`src/rtl/anubis_stream_ctrl.sv`:
```
// Word-serial front/back end for the Anubis core: packs 32-bit words into key/plaintext blocks,
// sequences the core through reset/key/plaintext/run and drains the ciphertext MSW-first over valid/ready.
module anubis_stream_ctrl #(
  parameter int KEY_CYC = 3,
  parameter int PT_CYC  = 2,
  parameter int RUN_CYC = 16
) (
  input  logic         clk,
  input  logic         reset,
  input  logic         in_valid,
  output logic         in_ready,
  input  logic [31:0]  in_data,
  input  logic         in_is_key,
  output logic         out_valid,
  input  logic         out_ready,
  output logic [31:0]  out_data,
  output logic         key_loaded,
  output logic         drop_err,
  output logic         core_reset,
  output logic [1:0]   core_order,
  output logic [127:0] core_data_in,
  input  logic [127:0] core_data_out
);

  typedef enum logic [2:0] {COLLECT, C_RST, C_KEY, C_PT, C_RUN, CAPTURE, DRAIN} state_t;
  localparam int CW = 8;

  state_t         state_q, state_d;
  logic [CW-1:0]  cnt_q, cnt_d;
  logic [1:0]     wcnt_q, wcnt_d;
  logic           is_key_q, is_key_d;
  logic [127:0]   blk_q, blk_d, key_q, key_d, obuf_q, obuf_d;
  logic           in_ready_q, in_ready_d, out_valid_q, out_valid_d;
  logic [31:0]    out_data_q, out_data_d;
  logic           key_loaded_q, key_loaded_d, drop_err_q, drop_err_d;
  logic           core_reset_q, core_reset_d;
  logic [1:0]     core_order_q, core_order_d;
  logic [127:0]   core_data_in_q, core_data_in_d;

  assign in_ready     = in_ready_q;
  assign out_valid    = out_valid_q;
  assign out_data     = out_data_q;
  assign key_loaded   = key_loaded_q;
  assign drop_err     = drop_err_q;
  assign core_reset   = core_reset_q;
  assign core_order   = core_order_q;
  assign core_data_in = core_data_in_q;

  always_comb begin
    state_d      = state_q;
    cnt_d        = cnt_q;
    wcnt_d       = wcnt_q;
    is_key_d     = is_key_q;
    blk_d        = blk_q;
    key_d        = key_q;
    obuf_d       = obuf_q;
    key_loaded_d = key_loaded_q;
    drop_err_d   = drop_err_q;

    case (state_q)
      COLLECT: begin
        if (in_valid && in_ready_q) begin
          // word 0 lands in [127:96], word 3 in [31:0]
          blk_d[{~wcnt_q, 5'b0} +: 32] = in_data;
          wcnt_d = wcnt_q + 2'd1;
          if (wcnt_q == 2'd0) is_key_d = in_is_key;
          if (wcnt_q == 2'd3) begin
            if (is_key_q) begin
              key_d        = blk_d;
              key_loaded_d = 1'b1;
            end else if (key_loaded_q) begin
              state_d = C_RST;
            end else begin
              drop_err_d = 1'b1;
            end
          end
        end
      end
      C_RST: begin
        state_d = C_KEY;
        cnt_d   = CW'(KEY_CYC - 1);
      end
      C_KEY: begin
        if (cnt_q == '0) begin
          state_d = C_PT;
          cnt_d   = CW'(PT_CYC - 1);
        end else begin
          cnt_d = cnt_q - CW'(1);
        end
      end
      C_PT: begin
        if (cnt_q == '0) begin
          state_d = C_RUN;
          cnt_d   = CW'(RUN_CYC - 1);
        end else begin
          cnt_d = cnt_q - CW'(1);
        end
      end
      C_RUN: begin
        if (cnt_q == '0) state_d = CAPTURE;
        else             cnt_d   = cnt_q - CW'(1);
      end
      CAPTURE: begin
        obuf_d  = core_data_out;
        wcnt_d  = 2'd0;
        state_d = DRAIN;
      end
      DRAIN: begin
        if (out_valid_q && out_ready) begin
          wcnt_d = wcnt_q + 2'd1;
          if (wcnt_q == 2'd3) state_d = COLLECT;
        end
      end
      default: state_d = COLLECT;
    endcase

    // Outputs are registered, so they are decoded from the state being entered.
    in_ready_d     = (state_d == COLLECT);
    out_valid_d    = (state_d == DRAIN);
    out_data_d     = (state_d == DRAIN) ? obuf_d[{~wcnt_d, 5'b0} +: 32] : 32'd0;
    core_reset_d   = (state_d == C_RST);
    core_order_d   = 2'b11;
    core_data_in_d = core_data_in_q;
    case (state_d)
      C_KEY: begin
        core_order_d   = 2'b00;
        core_data_in_d = key_q;
      end
      C_PT: begin
        core_order_d   = 2'b01;
        core_data_in_d = blk_q;
      end
      C_RUN, CAPTURE: core_data_in_d = blk_q;
      default: ;
    endcase
  end

  always_ff @(posedge clk) begin
    if (reset) begin
      state_q        <= COLLECT;
      cnt_q          <= '0;
      wcnt_q         <= 2'd0;
      is_key_q       <= 1'b0;
      blk_q          <= '0;
      key_q          <= '0;
      obuf_q         <= '0;
      in_ready_q     <= 1'b0;
      out_valid_q    <= 1'b0;
      out_data_q     <= 32'd0;
      key_loaded_q   <= 1'b0;
      drop_err_q     <= 1'b0;
      core_reset_q   <= 1'b1;
      core_order_q   <= 2'b11;
      core_data_in_q <= '0;
    end else begin
      state_q        <= state_d;
      cnt_q          <= cnt_d;
      wcnt_q         <= wcnt_d;
      is_key_q       <= is_key_d;
      blk_q          <= blk_d;
      key_q          <= key_d;
      obuf_q         <= obuf_d;
      in_ready_q     <= in_ready_d;
      out_valid_q    <= out_valid_d;
      out_data_q     <= out_data_d;
      key_loaded_q   <= key_loaded_d;
      drop_err_q     <= drop_err_d;
      core_reset_q   <= core_reset_d;
      core_order_q   <= core_order_d;
      core_data_in_q <= core_data_in_d;
    end
  end

endmodule

```
`config.mk`:
```
export PLATFORM = sky130hd
export DESIGN_NAME = anubis_stream_ctrl
export DESIGN_NICKNAME = d
export VERILOG_FILES = /design/src/rtl/anubis_stream_ctrl.sv
export SDC_FILE = /design/constraint.sdc
export NUM_CORES = 1
export LEC_CHECK = 0
export BUFFER_PORTS_ARGS = -buffer_cell sky130_fd_sc_hd__buf_2
export CORE_ASPECT_RATIO = 0.7
export CORE_MARGIN = 5
export CORE_UTILIZATION = 58
export DETAILED_ROUTE_END_ITERATION = 10
export GPL_TIMING_DRIVEN = 0
export PLACE_DENSITY = 0.8
export REMOVE_ABC_BUFFERS = 1
export SLEW_MARGIN = 20
export SYNTH_ARGS = -nofsm -noshare
export SYNTH_HDL_FRONTEND = slang
export SYNTH_SLANG_ARGS = --single-unit
```
`constraint.sdc`:
```
create_clock -name clk -period 3.25 [get_ports clk]
set_clock_uncertainty 0.2 [all_clocks]
set_input_delay 0.325 -clock clk [delete_from_list [all_inputs] [get_ports clk]]
set_output_delay 0.325 -clock clk [all_outputs]
set_load 0.005 [all_outputs]
```
==> impl_metrics.prom, run 1 <==
# TYPE chip_impl_metric gauge
chip_impl_metric{name="chipWidth",unit="µm"} 262
chip_impl_metric{name="power.static_leakage",unit="nW"} 11.7
chip_impl_metric{name="floorplan.rows",unit=""} 64
chip_impl_metric{name="clock_insertion_delay_worst_skew",unit="ns"} 0.58
chip_impl_metric{name="worstPathMaxFanout",unit=""} 24
chip_impl_info{name="critPathMostFrequentCell",value="sky130_fd_sc_hd__buf_6"} 1
chip_impl_metric{name="final_antenna_net_count",unit=""} 0
chip_impl_info{name="mostFrequentLayoutCells",value="sky130_fd_sc_hd__dfxtp_1, sky130_fd_sc_hd__nand2_1, sky130_fd_sc_hd__buf_2"} 1
chip_impl_metric{name="max_clock_freq",unit="MHz"} 316
chip_impl_metric{name="total_clock_sinks",unit=""} 565
chip_impl_metric{name="synth_compound_area_frac",unit=""} 0.270
chip_impl_metric{name="drive_above_1_share",unit=""} 0.189
chip_impl_metric{name="mean_routed_wirelength_per_cell",unit="µm"} 22.5
chip_impl_info{name="synth_top_area_cell",value="sky130_fd_sc_hd__dfxtp_1"} 1
chip_impl_metric{name="fin_setup_tns",unit="ns"} 0
chip_impl_metric{name="arrival_time_of_data_at_the_critical_path_endpoint",unit="ns"} 3.42
chip_impl_metric{name="fin_crit_sh",unit=""} 0.974
chip_impl_metric{name="synth_area_per_cell",unit="µm²"} 8.49
chip_impl_info{name="cell_with_the_largest_stage_delay_on_the_worst_path",value="sky130_fd_sc_hd__dfxtp_4"} 1
chip_impl_info{name="element_type_at_the_critical_path_start",value="flop"} 1
chip_impl_metric{name="proportion_of_netlist_area_held_by_the_largest_area_contributor",unit=""} 0.440
chip_impl_metric{name="post_synth_inst_count",unit=""} 3027
chip_impl_info{name="worstReg2RegEnd",value="out_data[0]"} 1
chip_impl_metric{name="slew_viol_final",unit=""} 0
chip_impl_metric{name="cellPowerDensity",unit="nW/µm²"} 489
chip_impl_metric{name="ys.warnings.count",unit=""} 0
chip_impl_metric{name="worstPathRequired",unit="ns"} 3.50
chip_impl_metric{name="dp_hpwl",unit="mm"} 53.4
chip_impl_metric{name="final.min_clock_period",unit="ns"} 3.17
chip_impl_info{name="endpoint_kind",value="flop"} 1
chip_impl_metric{name="num_vias",unit=""} 26500
chip_impl_metric{name="max-cap-violations",unit=""} 0
chip_impl_info{name="cts_tree",value="done"} 1
chip_impl_info{name="main_synth_ff_type",value="sky130_fd_sc_hd__dfxtp_1"} 1
chip_impl_info{name="path_delay_family",value="buffers and inverters"} 1
chip_impl_metric{name="vdd_drop_max",unit="mV"} 0.536
chip_impl_metric{name="post_synth_instance_area",unit="µm²"} 25700
chip_impl_metric{name="cp.depth",unit=""} 10
chip_impl_info{name="unrepaired_setup_endpoints_after_global_routing",value="no"} 1
chip_impl_metric{name="ff_latch_area",unit="µm²"} 11300
chip_impl_info{name="rr_startpoint",value="state_q[1]"} 1
chip_impl_metric{name="cts.clk_slew.worst_paths",unit="ns"} 0.06
chip_impl_metric{name="route.detailed.vias_per_inst",unit=""} 6.59
chip_impl_metric{name="tightest_slew",unit="ns"} 0.819
chip_impl_metric{name="core-area",unit="µm²"} 43700
chip_impl_metric{name="placement.io_buffers",unit=""} 331
chip_impl_metric{name="post_synth_fa_ha_maj_area_fraction",unit=""} 0.00341
chip_impl_metric{name="track_usage",unit=""} 0.348
chip_impl_metric{name="h-tree-depth",unit=""} 2
chip_impl_metric{name="fill_cells",unit=""} 2964
chip_impl_metric{name="maxSlewHeadroom",unit=""} 0.452
chip_impl_metric{name="drt-initial-drc-count",unit=""} 3298
chip_impl_info{name="outcome",value="finished, violations left"} 1
chip_impl_metric{name="depth_of_the_worst_register_to_register_path",unit=""} 10
chip_impl_metric{name="synth-simple-area-share",unit=""} 0.168
chip_impl_metric{name="post-route-drc-count",unit=""} 2
chip_impl_metric{name="antenna_found_initial",unit=""} 2
chip_impl_metric{name="synth_register_bits",unit=""} 565
chip_impl_metric{name="detailed_place.area",unit="µm²"} 28400
chip_impl_info{name="final_common_cell",value="sky130_fd_sc_hd__dfxtp_1"} 1
chip_impl_info{name="worstSetupPathType",value="flop to flop"} 1
chip_impl_metric{name="floorplan.initialDensity",unit=""} 0.587
chip_impl_metric{name="fp.dieH",unit="µm"} 186
chip_impl_metric{name="cp_slowest_stage_delay",unit="ns"} 0.54
chip_impl_metric{name="report.final.setup_viol",unit=""} 0
chip_impl_metric{name="cts-root-to-sink-buffers",unit=""} 3
chip_impl_metric{name="area_taken_by_multi_input_logic_gates",unit="µm²"} 13300
chip_impl_info{name="synth_top_family_by_area",value="compound AO/OA/AOI/OAI gates"} 1
chip_impl_metric{name="area_of_the_die",unit="µm²"} 48700
chip_impl_info{name="min_delay_src",value="out_ready"} 1
chip_impl_metric{name="io_pins",unit=""} 332
chip_impl_metric{name="grt_first_pass_wirelength",unit="mm"} 139
chip_impl_metric{name="synthArstFlopShare",unit=""} 0
chip_impl_info{name="worst_hold_path_type",value="input pin to flop"} 1
chip_impl_info{name="critical_path.cell_chain",value="nand3b_1 > buf_8 > buf_6 > buf_8 > buf_6 > buf_6 > mux2_2 > o22a_1 > o221ai_2 > o22ai_1"} 1
chip_impl_metric{name="first_global_vias",unit=""} 25900
chip_impl_metric{name="nets",unit=""} 3546
chip_impl_metric{name="synth.area.mux_share",unit=""} 0.0676
chip_impl_metric{name="finalInstanceArea",unit="µm²"} 32300
chip_impl_metric{name="finalWirelength",unit="mm"} 90.2
chip_impl_info{name="clockRootBuffer",value="sky130_fd_sc_hd__clkbuf_16"} 1
chip_impl_metric{name="synth_sequential_area_ratio",unit=""} 0.440
chip_impl_metric{name="hold_slack",unit="ns"} 0.123
chip_impl_metric{name="maximum_number_of_pins_on_one_net_before_global_route_repair",unit=""} 125
chip_impl_metric{name="r2r_setup_slack",unit="ns"} 0.08
chip_impl_metric{name="grt_overflow",unit=""} 0
chip_impl_metric{name="worstPathBufferInverterCount",unit=""} 5
chip_impl_metric{name="drt_pass1_iterations",unit=""} 9
chip_impl_metric{name="globalplace.congestion",unit=""} 0.850
chip_impl_metric{name="whs_path_depth",unit=""} 4
chip_impl_info{name="violations",value="design-rule violations"} 1
chip_impl_metric{name="count_of_flip_flops_with_a_built_in_enable_after_synthesis",unit=""} 0
chip_impl_metric{name="report.final.hold_viol_count",unit=""} 0
chip_impl_info{name="hold_path_end",value="out_valid"} 1
chip_impl_metric{name="xor_xnor_share_of_the_synthesized_area",unit=""} 0.00170
chip_impl_metric{name="cts-buffers-inserted",unit=""} 54
chip_impl_metric{name="final_util",unit=""} 0.738
chip_impl_metric{name="synth.distinct_cells",unit=""} 53
chip_impl_metric{name="syn2layout_area_growth",unit="%"} 25.6
chip_impl_info{name="synth.area.top_cells",value="sky130_fd_sc_hd__dfxtp_1, sky130_fd_sc_hd__a211oi_1, sky130_fd_sc_hd__nand2_1, sky130_fd_sc_hd__nor2b_1, sky130_fd_sc_hd__a22oi_1"} 1
[how the worst max path moves through the flow]
stage	endpoint	slack, ns	start
after floorplan	key_q[0]	-10.97	state_q[0]
after global placement	key_q[36]	-17.77	state_q[0]
after detailed placement	out_data[31]	-0.50	state_q[1]
after CTS	key_q[73]	0.06	wcnt_q[0]
after global routing	blk_q[48]	0.006	state_q[2]
final	out_data[0]	0.08	state_q[1]
[routing by layer]
layer,vias up,track usage,share of wire
met1,12600,0.438,0.38
met5,-,0,0
met3,483,0.0785,0.099
met4,0,0.193,0.060
li1,11700,-,-
met2,1672,0.560,0.46
[timing repair]
item,in CTS,in global routing
buffers inserted,5,3
cloned,1,0
hold endpoints to repair,365,0
pin swaps,2,1
endpoints found under the setup margin,150,84
hold buffers,169,0
resized for setup,5,6
[worst reg2reg max path: stages (launching register included)]
cell	delay, ns
sky130_fd_sc_hd__dfxtp_4	0.54
sky130_fd_sc_hd__nand3b_1	0.24
sky130_fd_sc_hd__buf_8	0.21
sky130_fd_sc_hd__buf_6	0.23
sky130_fd_sc_hd__buf_8	0.22
sky130_fd_sc_hd__buf_6	0.23
sky130_fd_sc_hd__buf_6	0.23
sky130_fd_sc_hd__mux2_2	0.38
sky130_fd_sc_hd__o22a_1	0.21
sky130_fd_sc_hd__o221ai_2	0.22
sky130_fd_sc_hd__o22ai_1	0.14
[where the power goes]
part	total (W)	internal, W	switching [W]
logic	0.00152	0.000679	0.000844
registers	0.00715	0.00703	0.000120
clock network	0.00708	0.00427	0.00282
total	0.0158	0.0120	0.00378
[through the flow]
stage	setup WS (ns)	cells	power (W)
6_report	0.0835	4016	0.0158
3_5_place_dp	-0.497	3734	0.00858
5_1_grt	0.00626	4014	0.0162
3_3_place_gp	-17.77	3649	0.00857
4_1_cts	0.0639	4009	0.0157
2_1_floorplan	-10.97	2724	0.00806
[sequential cells by signal, indices dropped and copies added (netlist names)]
signal and cells:
in_ready 1, core_reset 1, out_data 32, core_order 2, key_q 128, drop_err 1, obuf_q 128, wcnt_q 2
key_loaded 1, blk_q 128, state_q 3, is_key_q 1, cnt_q 8, core_data_in 128, out_valid 1
[layout make-up]
| class | instances | area share |
|---|---|---|
| diodes | 4 | 0.000310 |
| flip-flops and latches | 565 | 0.351 |
| clock buffers | 75 | 0.0487 |
| well taps | 594 | 0.0230 |
| multi-input cells | 2154 | 0.411 |
| repair buffers | 593 | 0.151 |
| inverters | 6 | 0.000698 |
| clock inverters | 25 | 0.0136 |
[cells by family (layout without fill, tap and decap cells)]
logic type / count (synthesis) / after routing
AOI/OAI and AO/OA: 997 / 997
muxes: 161 / 161
other: 0 / 4
and+or+nand+nor: 983 / 984
xor gates and xnor gates: 5 / 5
buffers and inverters: 309 / 699
DFF: 565 / 565
adders and majority gates: 7 / 7
[Yosys cell counts, drive strengths merged (8+ instances only)]
cell and count:
mux2 97, a211oi 255, o211ai 34, o221ai 32, a2111oi 32, nand3 8, a221o 32, nor2b 198
nor3 8, nand2 433, mux2i 64, a22oi 159, buf 78, a21oi 201, nor2 309, o21ai 9
dfxtp 565, o22a 33, o22ai 65, clkbuf 225, a31oi 131
Power figures use the tool's default switching activity.
==> run 2: changes to the inputs <==
- CORE_UTILIZATION: 58 -> 60
- PLACE_DENSITY: 0.8 -> 0.82
- clock period: 3.25 -> 3.7 ns (I/O delays scaled with it)
==> impl_metrics.prom, run 2 (synthesis results as in run 1) <==
# TYPE chip_impl_metric gauge
chip_impl_info{name="final_common_cell",value="sky130_fd_sc_hd__dfxtp_1"} 1
chip_impl_metric{name="final_util",unit=""} 0.739
chip_impl_metric{name="drt_pass1_iterations",unit=""} 6
chip_impl_metric{name="cts-buffers-inserted",unit=""} 53
chip_impl_metric{name="first_global_vias",unit=""} 25700
chip_impl_metric{name="globalplace.congestion",unit=""} 0.826
chip_impl_metric{name="vdd_drop_max",unit="mV"} 0.395
chip_impl_metric{name="slew_viol_final",unit=""} 0
chip_impl_metric{name="cts-root-to-sink-buffers",unit=""} 3
chip_impl_metric{name="final_antenna_net_count",unit=""} 0
chip_impl_info{name="mostFrequentLayoutCells",value="sky130_fd_sc_hd__dfxtp_1, sky130_fd_sc_hd__nand2_1, sky130_fd_sc_hd__buf_2"} 1
chip_impl_metric{name="floorplan.initialDensity",unit=""} 0.607
chip_impl_metric{name="cts.clk_slew.worst_paths",unit="ns"} 0.07
chip_impl_metric{name="clock_insertion_delay_worst_skew",unit="ns"} 0.59
chip_impl_metric{name="route.met2.wl",unit="mm"} 40.4
chip_impl_metric{name="h-tree-depth",unit=""} 2
chip_impl_metric{name="total_clock_sinks",unit=""} 565
chip_impl_metric{name="num_vias",unit=""} 26200
chip_impl_metric{name="track_usage",unit=""} 0.350
chip_impl_metric{name="chipWidth",unit="µm"} 257
chip_impl_info{name="rr_startpoint",value="wcnt_q[0]"} 1
chip_impl_metric{name="final_cells",unit=""} 3919
chip_impl_metric{name="depth_of_the_worst_register_to_register_path",unit=""} 8
chip_impl_metric{name="drt-initial-drc-count",unit=""} 3634
chip_impl_metric{name="area_of_the_die",unit="µm²"} 47100
chip_impl_metric{name="nets",unit=""} 3490
chip_impl_metric{name="fp.dieH",unit="µm"} 183
chip_impl_info{name="critPathLaunch",value="wcnt_q[0]"} 1
chip_impl_metric{name="drive_above_1_share",unit=""} 0.187
chip_impl_metric{name="post_cts.repair.setup_buffers",unit=""} 0
chip_impl_info{name="worstReg2RegEnd",value="out_data[17]"} 1
chip_impl_metric{name="io_pins",unit=""} 332
chip_impl_metric{name="post-route-drc-count",unit=""} 0
chip_impl_metric{name="cellPowerDensity",unit="nW/µm²"} 416
chip_impl_metric{name="worstPathRequired",unit="ns"} 3.99
chip_impl_metric{name="max-cap-violations",unit=""} 0
chip_impl_metric{name="report.final.setup_viol",unit=""} 0
chip_impl_info{name="worstSetupPathType",value="flop to flop"} 1
chip_impl_metric{name="arrival_time_of_data_at_the_critical_path_endpoint",unit="ns"} 3.87
chip_impl_metric{name="grt_first_pass_wirelength",unit="mm"} 138
chip_impl_metric{name="fin_crit_sh",unit=""} 0.969
chip_impl_metric{name="total_power",unit="W"} 0.0130
chip_impl_metric{name="mean_routed_wirelength_per_cell",unit="µm"} 22.5
chip_impl_metric{name="worstPathMaxFanout",unit=""} 53
chip_impl_metric{name="r2r_setup_slack",unit="ns"} 0.12
chip_impl_metric{name="report.final.hold_viol_count",unit=""} 0
chip_impl_metric{name="core-area",unit="µm²"} 42300
chip_impl_metric{name="antenna_found_initial",unit=""} 11
chip_impl_info{name="worst_hold_path_type",value="input pin to flop"} 1
chip_impl_info{name="endpoint_kind",value="flop"} 1
chip_impl_metric{name="grt_overflow",unit=""} 0
chip_impl_info{name="clockRootBuffer",value="sky130_fd_sc_hd__clkbuf_16"} 1
chip_impl_metric{name="final.min_clock_period",unit="ns"} 3.58
chip_impl_metric{name="syn2layout_area_growth",unit="%"} 21.8
chip_impl_metric{name="tightest_slew",unit="ns"} 1.03
chip_impl_metric{name="met3_length",unit="mm"} 8.15
chip_impl_metric{name="max_clock_freq",unit="MHz"} 279
chip_impl_metric{name="route.detailed.vias_per_inst",unit=""} 6.69
chip_impl_metric{name="fin_setup_tns",unit="ns"} 0
chip_impl_info{name="element_type_at_the_critical_path_start",value="flop"} 1
chip_impl_metric{name="placedCellCount",unit=""} 3694
chip_impl_metric{name="floorplan.rows",unit=""} 63
chip_impl_info{name="outcome",value="finished, final reports clean"} 1
chip_impl_metric{name="maximum_number_of_pins_on_one_net_before_global_route_repair",unit=""} 145
chip_impl_metric{name="finalWirelength",unit="mm"} 88.3
chip_impl_metric{name="dp_hpwl",unit="mm"} 52.8
chip_impl_metric{name="whs_path_depth",unit=""} 3
chip_impl_info{name="min_delay_src",value="core_data_out[118]"} 1
chip_impl_metric{name="power.static_leakage",unit="nW"} 11.2
chip_impl_info{name="cts_tree",value="done"} 1
chip_impl_metric{name="routed_length_on_met1",unit="mm"} 34.3
chip_impl_metric{name="placement.io_buffers",unit=""} 331
chip_impl_info{name="hold_path_end",value="obuf_q[118]"} 1
chip_impl_info{name="uppermost_metal_layer_occupied_by_signal_nets",value="met5"} 1
chip_impl_metric{name="maxSlewHeadroom",unit=""} 0.313
## run 2: cell count changes in the layout (fill, tap and decap cells not counted), moves of 2 or more
cell / change
sky130_fd_sc_hd__buf_4: -2
sky130_fd_sc_hd__buf_2: -2
sky130_fd_sc_hd__bufinv_16: -9
sky130_fd_sc_hd__clkinv_2: +3
sky130_fd_sc_hd__buf_6: +2
sky130_fd_sc_hd__buf_12: -2
sky130_fd_sc_hd__dlygate4sd3_1: -49
sky130_fd_sc_hd__clkbuf_8: -4
sky130_fd_sc_hd__clkbuf_1: +7
sky130_fd_sc_hd__buf_16: -3
sky130_fd_sc_hd__diode_2: +5
## run 2: what timing repair did
action                     in CTS  in global routing
setup endpoints to repair      27                 20
resized for setup               1                  3
hold endpoints to repair      121                  0
cloned                          0                  1
hold buffers                  120                  0
## run 2: through the flow
step                      hold slack (ns)  worst slack (ns)  area (µm²)
final                              0.0204             0.115       31300
after global routing               0.0161          -0.00456       31300
after detailed placement            0.270            -0.181       28300
after floorplan                     0.239            -10.52       24400
after global placement              0.252            -17.09       26800
after CTS                         0.00149             0.142       31300
## run 2: area by class of cell
cell class / count / area, µm²
multi-input combinational: 2154 / 13300
sequential: 565 / 11300
fill: 2855 / 11000
timing repair buffer: 538 / 4270
clock buffer: 79 / 1570
tap: 552 / 691
clock inverter: 16 / 138
inverter: 6 / 22.5
antenna: 9 / 22.5
## run 2: worst max path at each step
stage	depth (start not counted)	end
floorplan	3	key_q[0]
global placement	3	key_q[4]
detailed placement	12	out_data[23]
CTS	12	out_data[23]
global route	8	out_data[26]
finish	8	out_data[17]
## run 2: power breakdown
group	switching (W)	leakage (nW)	internal [W]
Sequential	0.000117	4.58	0.00618
Combinational	0.000710	5.82	0.000552
Clock	0.00240	0.850	0.00306
Total	0.00323	11.2	0.00979
## run 2: worst max-delay path, cell delays in order, from the launching register on
cell                      delay (ns)
sky130_fd_sc_hd__dfxtp_4        0.81
sky130_fd_sc_hd__inv_1          0.27
sky130_fd_sc_hd__ha_2           0.46
sky130_fd_sc_hd__nor2b_1        0.15
sky130_fd_sc_hd__a31oi_1        0.05
sky130_fd_sc_hd__mux2_4         0.32
sky130_fd_sc_hd__or4_2          0.69
sky130_fd_sc_hd__buf_12         0.24
sky130_fd_sc_hd__o22ai_1        0.28
## run 2: routing by layer
layer	GRT usage	vias up
met5	0	-
met4	0.203	2
met3	0.0692	451
met2	0.555	1719
met1	0.451	12400
li1	-	11600
